File: config.mk
export PLATFORM = sky130hd
export DESIGN_NAME = mul_add_pipe_flat
export DESIGN_NICKNAME = d
export VERILOG_FILES = /design/src/rtl/mul_add_pipe_if.sv /design/src/rtl/mul_add_pipe.sv /design/src/flat_wrapper.sv
export SDC_FILE = /design/constraint.sdc
export NUM_CORES = 1
export LEC_CHECK = 0
export CAP_MARGIN = 20
export CORE_AREA = 2 2 82 162
export CTS_BUF_LIST = sky130_fd_sc_hd__clkbuf_16
export DETAILED_ROUTE_END_ITERATION = 16
export DIE_AREA = 0 0 84 164
export DONT_BUFFER_PORTS = 1
export PLACE_DENSITY_LB_ADDON = 0.08
export SLEW_MARGIN = 40
export SYNTH_ARGS = -nofsm -noshare
export SYNTH_HDL_FRONTEND = slang
export SYNTH_SLANG_ARGS = --single-unit
File: constraint.sdc
create_clock -name clk -period 10.2 [get_ports clk]
set_input_delay 1.02 -clock clk [delete_from_list [all_inputs] [get_ports clk]]
set_output_delay 1.02 -clock clk [all_outputs]
set_load 0.05 [all_outputs]
File: src/rtl/mul_add_pipe_if.sv
// rtl/mul_add_pipe_if.sv - operand/result handshake bundle for mul_add_pipe
interface mul_add_pipe_if #(
    parameter int W     = 8,
    parameter int ACC_W = 24
);
    logic               in_valid;
    logic               in_ready;
    logic [1:0]         mode;
    logic [W-1:0]       a_in;
    logic [W-1:0]       b_in;
    logic               out_valid;
    logic               out_ready;
    logic [W:0]         s_out;
    logic [2*W-1:0]     p_out;
    logic [ACC_W-1:0]   acc_out;
    logic [1:0]         out_mode;

    modport master (
        output in_valid, mode, a_in, b_in, out_ready,
        input  in_ready, out_valid, s_out, p_out, acc_out, out_mode
    );

    modport slave (
        input  in_valid, mode, a_in, b_in, out_ready,
        output in_ready, out_valid, s_out, p_out, acc_out, out_mode
    );
endinterface

File: src/rtl/mul_add_pipe.sv
// rtl/mul_add_pipe.sv - pipelined add/multiply/accumulate unit with elastic stall
// Optional build macro OPERAND_ISOLATION_EN zeroes the operands of the unit a beat does not use.
module mul_add_pipe #(
    parameter int W      = 8,
    parameter int STAGES = 2,
    parameter int ACC_W  = 24
) (
    input  logic          clk,
    input  logic          rst,
    mul_add_pipe_if.slave bus
);
    localparam logic [1:0] MODE_ADD = 2'b00;
    localparam logic [1:0] MODE_MUL = 2'b01;
    localparam logic [1:0] MODE_MAC = 2'b10;
    localparam logic [1:0] MODE_CLR = 2'b11;

    logic en;
    logic accept;

    assign en          = !bus.out_valid || bus.out_ready;
    assign bus.in_ready = en;
    assign accept      = bus.in_valid && en;

    logic [W-1:0] add_a;
    logic [W-1:0] add_b;
    logic [W-1:0] mul_a;
    logic [W-1:0] mul_b;

`ifdef OPERAND_ISOLATION_EN
    always_comb begin
        add_a = '0;
        add_b = '0;
        mul_a = '0;
        mul_b = '0;
        if (bus.mode == MODE_ADD) begin
            add_a = bus.a_in;
            add_b = bus.b_in;
        end
        if (bus.mode == MODE_MUL || bus.mode == MODE_MAC) begin
            mul_a = bus.a_in;
            mul_b = bus.b_in;
        end
    end
`else
    always_comb begin
        add_a = bus.a_in;
        add_b = bus.b_in;
        mul_a = bus.a_in;
        mul_b = bus.b_in;
    end
`endif

    logic [W:0]     sum_in;
    logic [2*W-1:0] prod_in;

    assign sum_in  = {1'b0, add_a} + {1'b0, add_b};
    assign prod_in = {{W{1'b0}}, mul_a} * {{W{1'b0}}, mul_b};

    // Stage STAGES-1 is the output register; index 0 is loaded from the accepted beat.
    logic           pipe_valid [STAGES];
    logic [W:0]     pipe_s     [STAGES];
    logic [2*W-1:0] pipe_p     [STAGES];
    logic [1:0]     pipe_mode  [STAGES];

    logic           nxt_valid  [STAGES];
    logic [W:0]     nxt_s      [STAGES];
    logic [2*W-1:0] nxt_p      [STAGES];
    logic [1:0]     nxt_mode   [STAGES];

    always_comb begin
        for (int i = 0; i < STAGES; i++) begin
            nxt_valid[i] = 1'b0;
            nxt_s[i]     = '0;
            nxt_p[i]     = '0;
            nxt_mode[i]  = '0;
        end
        nxt_valid[0] = accept;
        nxt_s[0]     = sum_in;
        nxt_p[0]     = prod_in;
        nxt_mode[0]  = bus.mode;
        for (int i = 1; i < STAGES; i++) begin
            nxt_valid[i] = pipe_valid[i-1];
            nxt_s[i]     = pipe_s[i-1];
            nxt_p[i]     = pipe_p[i-1];
            nxt_mode[i]  = pipe_mode[i-1];
        end
    end

    // The accumulator moves together with the beat entering the output register,
    // so consecutive MACs chain without any forwarding hazard.
    logic [ACC_W-1:0] acc;
    logic [ACC_W-1:0] acc_nxt;

    always_comb begin
        acc_nxt = acc;
        if (nxt_valid[STAGES-1]) begin
            case (nxt_mode[STAGES-1])
                MODE_MAC: acc_nxt = acc + ACC_W'(nxt_p[STAGES-1]);
                MODE_CLR: acc_nxt = '0;
                default:  acc_nxt = acc;
            endcase
        end
    end

    always_ff @(posedge clk) begin
        if (rst) begin
            for (int i = 0; i < STAGES; i++) begin
                pipe_valid[i] <= 1'b0;
                pipe_s[i]     <= '0;
                pipe_p[i]     <= '0;
                pipe_mode[i]  <= '0;
            end
            acc <= '0;
        end else if (en) begin
            for (int i = 0; i < STAGES; i++) begin
                pipe_valid[i] <= nxt_valid[i];
                pipe_s[i]     <= nxt_s[i];
                pipe_p[i]     <= nxt_p[i];
                pipe_mode[i]  <= nxt_mode[i];
            end
            acc <= acc_nxt;
        end
    end

    assign bus.out_valid = pipe_valid[STAGES-1];
    assign bus.s_out     = pipe_s[STAGES-1];
    assign bus.p_out     = pipe_p[STAGES-1];
    assign bus.out_mode  = pipe_mode[STAGES-1];
    assign bus.acc_out   = acc;

endmodule
File: src/flat_wrapper.sv
// flat-port wrapper written by rule: the top's interface ports become plain ports
module mul_add_pipe_flat 
#(
    parameter int W      = 8,
    parameter int STAGES = 2,
    parameter int ACC_W  = 24
)
  (clk, rst, bus_in_valid, bus_mode, bus_a_in, bus_b_in, bus_out_ready, bus_in_ready, bus_out_valid, bus_s_out, bus_p_out, bus_acc_out, bus_out_mode);
  mul_add_pipe_if #(.W(W), .ACC_W(ACC_W)) bus_i ();
  input  logic clk;
  input  logic rst;
  input wire logic [$bits(bus_i.in_valid)-1:0] bus_in_valid;
  input wire logic [$bits(bus_i.mode)-1:0] bus_mode;
  input wire logic [$bits(bus_i.a_in)-1:0] bus_a_in;
  input wire logic [$bits(bus_i.b_in)-1:0] bus_b_in;
  input wire logic [$bits(bus_i.out_ready)-1:0] bus_out_ready;
  output wire logic [$bits(bus_i.in_ready)-1:0] bus_in_ready;
  output wire logic [$bits(bus_i.out_valid)-1:0] bus_out_valid;
  output wire logic [$bits(bus_i.s_out)-1:0] bus_s_out;
  output wire logic [$bits(bus_i.p_out)-1:0] bus_p_out;
  output wire logic [$bits(bus_i.acc_out)-1:0] bus_acc_out;
  output wire logic [$bits(bus_i.out_mode)-1:0] bus_out_mode;
  assign bus_i.in_valid = bus_in_valid;
  assign bus_i.mode = bus_mode;
  assign bus_i.a_in = bus_a_in;
  assign bus_i.b_in = bus_b_in;
  assign bus_i.out_ready = bus_out_ready;
  assign bus_in_ready = bus_i.in_ready;
  assign bus_out_valid = bus_i.out_valid;
  assign bus_s_out = bus_i.s_out;
  assign bus_p_out = bus_i.p_out;
  assign bus_acc_out = bus_i.acc_out;
  assign bus_out_mode = bus_i.out_mode;
  mul_add_pipe #(.W(W), .STAGES(STAGES), .ACC_W(ACC_W)) u_core (.clk(clk), .rst(rst), .bus(bus_i));
endmodule
==> flow_summary.toml <==
[outcome]
status = "finished, final reports clean"

[route]
via_count = 4374
wirelength_mm = 14.0
wl_met2_mm = 7.97
first_iter_violations = 148
maxUsedRoutingLayer = "met4"
wl_met1_mm = 5.08
route.met3.wl_microns = 419
wl_per_cell_microns = 18.0
drtAntennaViolNets = 0
drc_errors = 0
routed_via_density = 5.64
drtPass1Iterations = 4

[sta]
setup_viol = 0
rsz0062_at_grt = "false"
fin_skew_ps = 10.3
tightest_slew_ps = 775
layout_setup_ws_ps = 5190
fmax_mhz = 199
period_share_pct = 49.2
max-slew-margin-rel_pct = 48.3
finalCriticalPeriod_ps = 5010
hold_violations = 0
tns_ps = 0
slew_viol_final = 0

[synthesis]
ys_async_sr_fraction_pct = 0
synthCells = 623
synth.distinct_cells = 57
yosysSeqAreaShare_pct = 35.3
syn_area_sq_mm = 0.00613
synth_warnings = 0
ys_ff_latch = 80
synth-edff-count = 56
yosys-top-cells-area = "edfxtp_1 27%, fa_1 12%, ha_1 12%, and2_1 7.9%, dfxtp_1 7.8%"
netlist.area_leader.share_pct = 27.4
yosysTopAreaCell = "edfxtp_1"
synth_ff_type = "edfxtp_1"
synth_nets = 743
postSynthAreaPerCell_sq_um = 9.84

[placement]
globalplace.congestion = 0.947
numPortBuffers = 0
place_area_sq_mm = 0.00628
place_ws_ps = 4810
hpwl_mm = 11.2

[global_routing]
antenna_found_initial = 0
overflow = 0
grt_pass1_wl_mm = 22.9
grtUsageTotal_pct = 21.3
grt_pass1_vias = 4705
grt_max_degree = 54

[clocking]
post_cts_buffers = 0
cts.reportedPaths.clkPinSlew_ps = 60
clk_latency_ps = 350
cts_tree = "built"
numCtsBuffers = 9
cts_root_buffer = "clkbuf_16"
h-tree-depth = 3
ctsLongestPathBuffers = 2
ctsResizeCount = 0
numClockSinks = 80
cts_hold_buf = 0

[worst_hold_path]
worstHoldPathType = "register to register"
holdCritStartpoint = "u_core.pipe_s[0][8]"
min_to = "u_core.pipe_s[0][17]"
hold_depth = 1

[floorplan]
design.die.area_sq_mm = 0.0138
die_h_microns = 164
die_x_microns = 84
coreArea_sq_mm = 0.0126
core.rowCount = 58
ios = 75
initial_core_util_pct = 48.8

[power_and_ir_drop]
leakagePower_nw = 2.93
powerDensity_mw_per_mm2 = 185
totalPowerFinal_mw = 1.22
peakVddDrop_uv = 179

[setup_path]
cp-end-kind = "register"
r2r-end = "u_core.bus.acc_out[12]"
slowest_delay_ps = 550
arrival_ps = 5210
reg2regPathDepth = 6
critPathKind = "input pin to register"
critPathSlowestCell = "fa_1"
start_kind = "input pin"
crit_required_ps = 10390
reg2reg_from = "u_core.pipe_valid[0][1]"
r2r_slack_ps = 7150
worstPathCellList = "ha_1 > inv_1 > fa_1 > inv_1 > fa_1 > fa_1 > inv_1 > fa_1 > inv_1 > ha_1 > or2_2 > a211o_1 > o211a_1 > a311oi_1 > mux2i_1"
path_max_fanout = 8

[finish]
area_growth_pct = 7.29
layout-drive-gt1-share_pct = 4.31
final_cell_area_sq_mm = 0.00658
n_antenna_cell = 0
nets = 741

[job]
maxCapViolCount = 0
## state kept, by name (all words and copies together), names as in the netlist
register / count
u_core.pipe_p: 32
u_core.bus.acc_out: 24
u_core.pipe_s: 18
u_core.pipe_mode: 4
u_core.pipe_valid: 2
## worst max-delay path by stage
stage                           start  slack, ps  cells after the start              endpoint
final                     bus_b_in[4]       5190                     15  u_core.pipe_p[0][15]
after global routing      bus_b_in[4]       4990                     15  u_core.pipe_p[0][15]
after global placement    bus_b_in[4]       4890                     15  u_core.pipe_p[0][15]
after detailed placement  bus_b_in[4]       4810                     15  u_core.pipe_p[0][15]
after CTS                 bus_b_in[4]       5170                     15  u_core.pipe_p[0][15]
after floorplan           bus_b_in[4]       5050                     15  u_core.pipe_p[0][15]
## cells in the mapped netlist, drive strengths merged, types with 2 or more instances
| master | count |
|---|---|
| and2 | 77 |
| inv | 61 |
| ha | 60 |
| edfxtp | 56 |
| nand2 | 54 |
| fa | 38 |
| nor2 | 35 |
| a21oi | 32 |
| o21ai | 30 |
| dfxtp | 24 |
| clkbuf | 14 |
| nor3 | 14 |
| nand3 | 11 |
| xnor2 | 11 |
| a21o | 10 |
| or3 | 10 |
| a211oi | 8 |
| xor2 | 7 |
| nor2b | 6 |
| nor3b | 6 |
| o21a | 6 |
| o211ai | 5 |
| nand4 | 4 |
| or4 | 4 |
| a2111oi | 3 |
| a21boi | 3 |
| and3 | 3 |
| nand2b | 3 |
| and4 | 2 |
| mux2i | 2 |
| o2111ai | 2 |
| o211a | 2 |
| o21bai | 2 |
| or2 | 2 |
## layout by cell type (no fill, tap or decap), drive strengths merged, types with 4 or more instances in the layout
cell    count
o21a        6
a21o       10
xnor2      11
nand2      54
xor2        7
a21oi      32
and2       77
fa         38
nand4       4
clkbuf      9
nor2       35
nand3      11
edfxtp     56
dfxtp      24
o211ai      5
clkinv      4
nor2b       6
or3        10
ha         60
nor3b       6
o21ai      30
inv        62
a211oi      8
nor3       14
or4         4
## report_power, final
part	leakage [nW]	total, mW	internal, mW	switching (mW)
Sequential	0.850	0.482	0.402	0.0795
Clock	0.141	0.321	0.189	0.132
Combinational	1.94	0.412	0.180	0.232
## metal layers
| metal | vias to the layer above | GRT usage, % |
|---|---|---|
| met5 | - | 0 |
| met2 | 98 | 42.3 |
| met4 | 0 | 10.8 |
| met1 | 2077 | 20.8 |
| met3 | 33 | 3.22 |
| li1 | 2166 | - |
## final cells by class
cell class	count	area, sq um
clock buffer	9	225
timing repair buffer	2	15.0
inverter	61	229
clock inverter	7	71.3
sequential	80	2160
multi-input combinational	467	3690
fill	1145	5980
tap	150	188
## critical path: cells and delay by family
| family | cells | cell delay [ps] |
|---|---|---|
| adders and majority gates | 6 | 2590 |
| AOI/OAI and AO/OA | 3 | 800 |
| buffers and inverters | 4 | 230 |
| and+or+nand+nor | 1 | 330 |
| muxes | 1 | 230 |
## through the flow
stage,hold slack (ps),cells,utilization (%)
CTS,521,776,52.4
global route,540,776,52.4
floorplan,497,623,-
finish,520,776,52.4
detailed placement,506,760,50.0
global placement,501,760,50.0
## logic make-up after synthesis
kind of cell,synth area share (%)
xor+xnor,2.57
mux,0.327
buf+inv,4.74
compound gates,12.2
flops,35.3
fa+ha+maj,24.7
simple gates,20.2
Power figures use the tool's default switching activity.
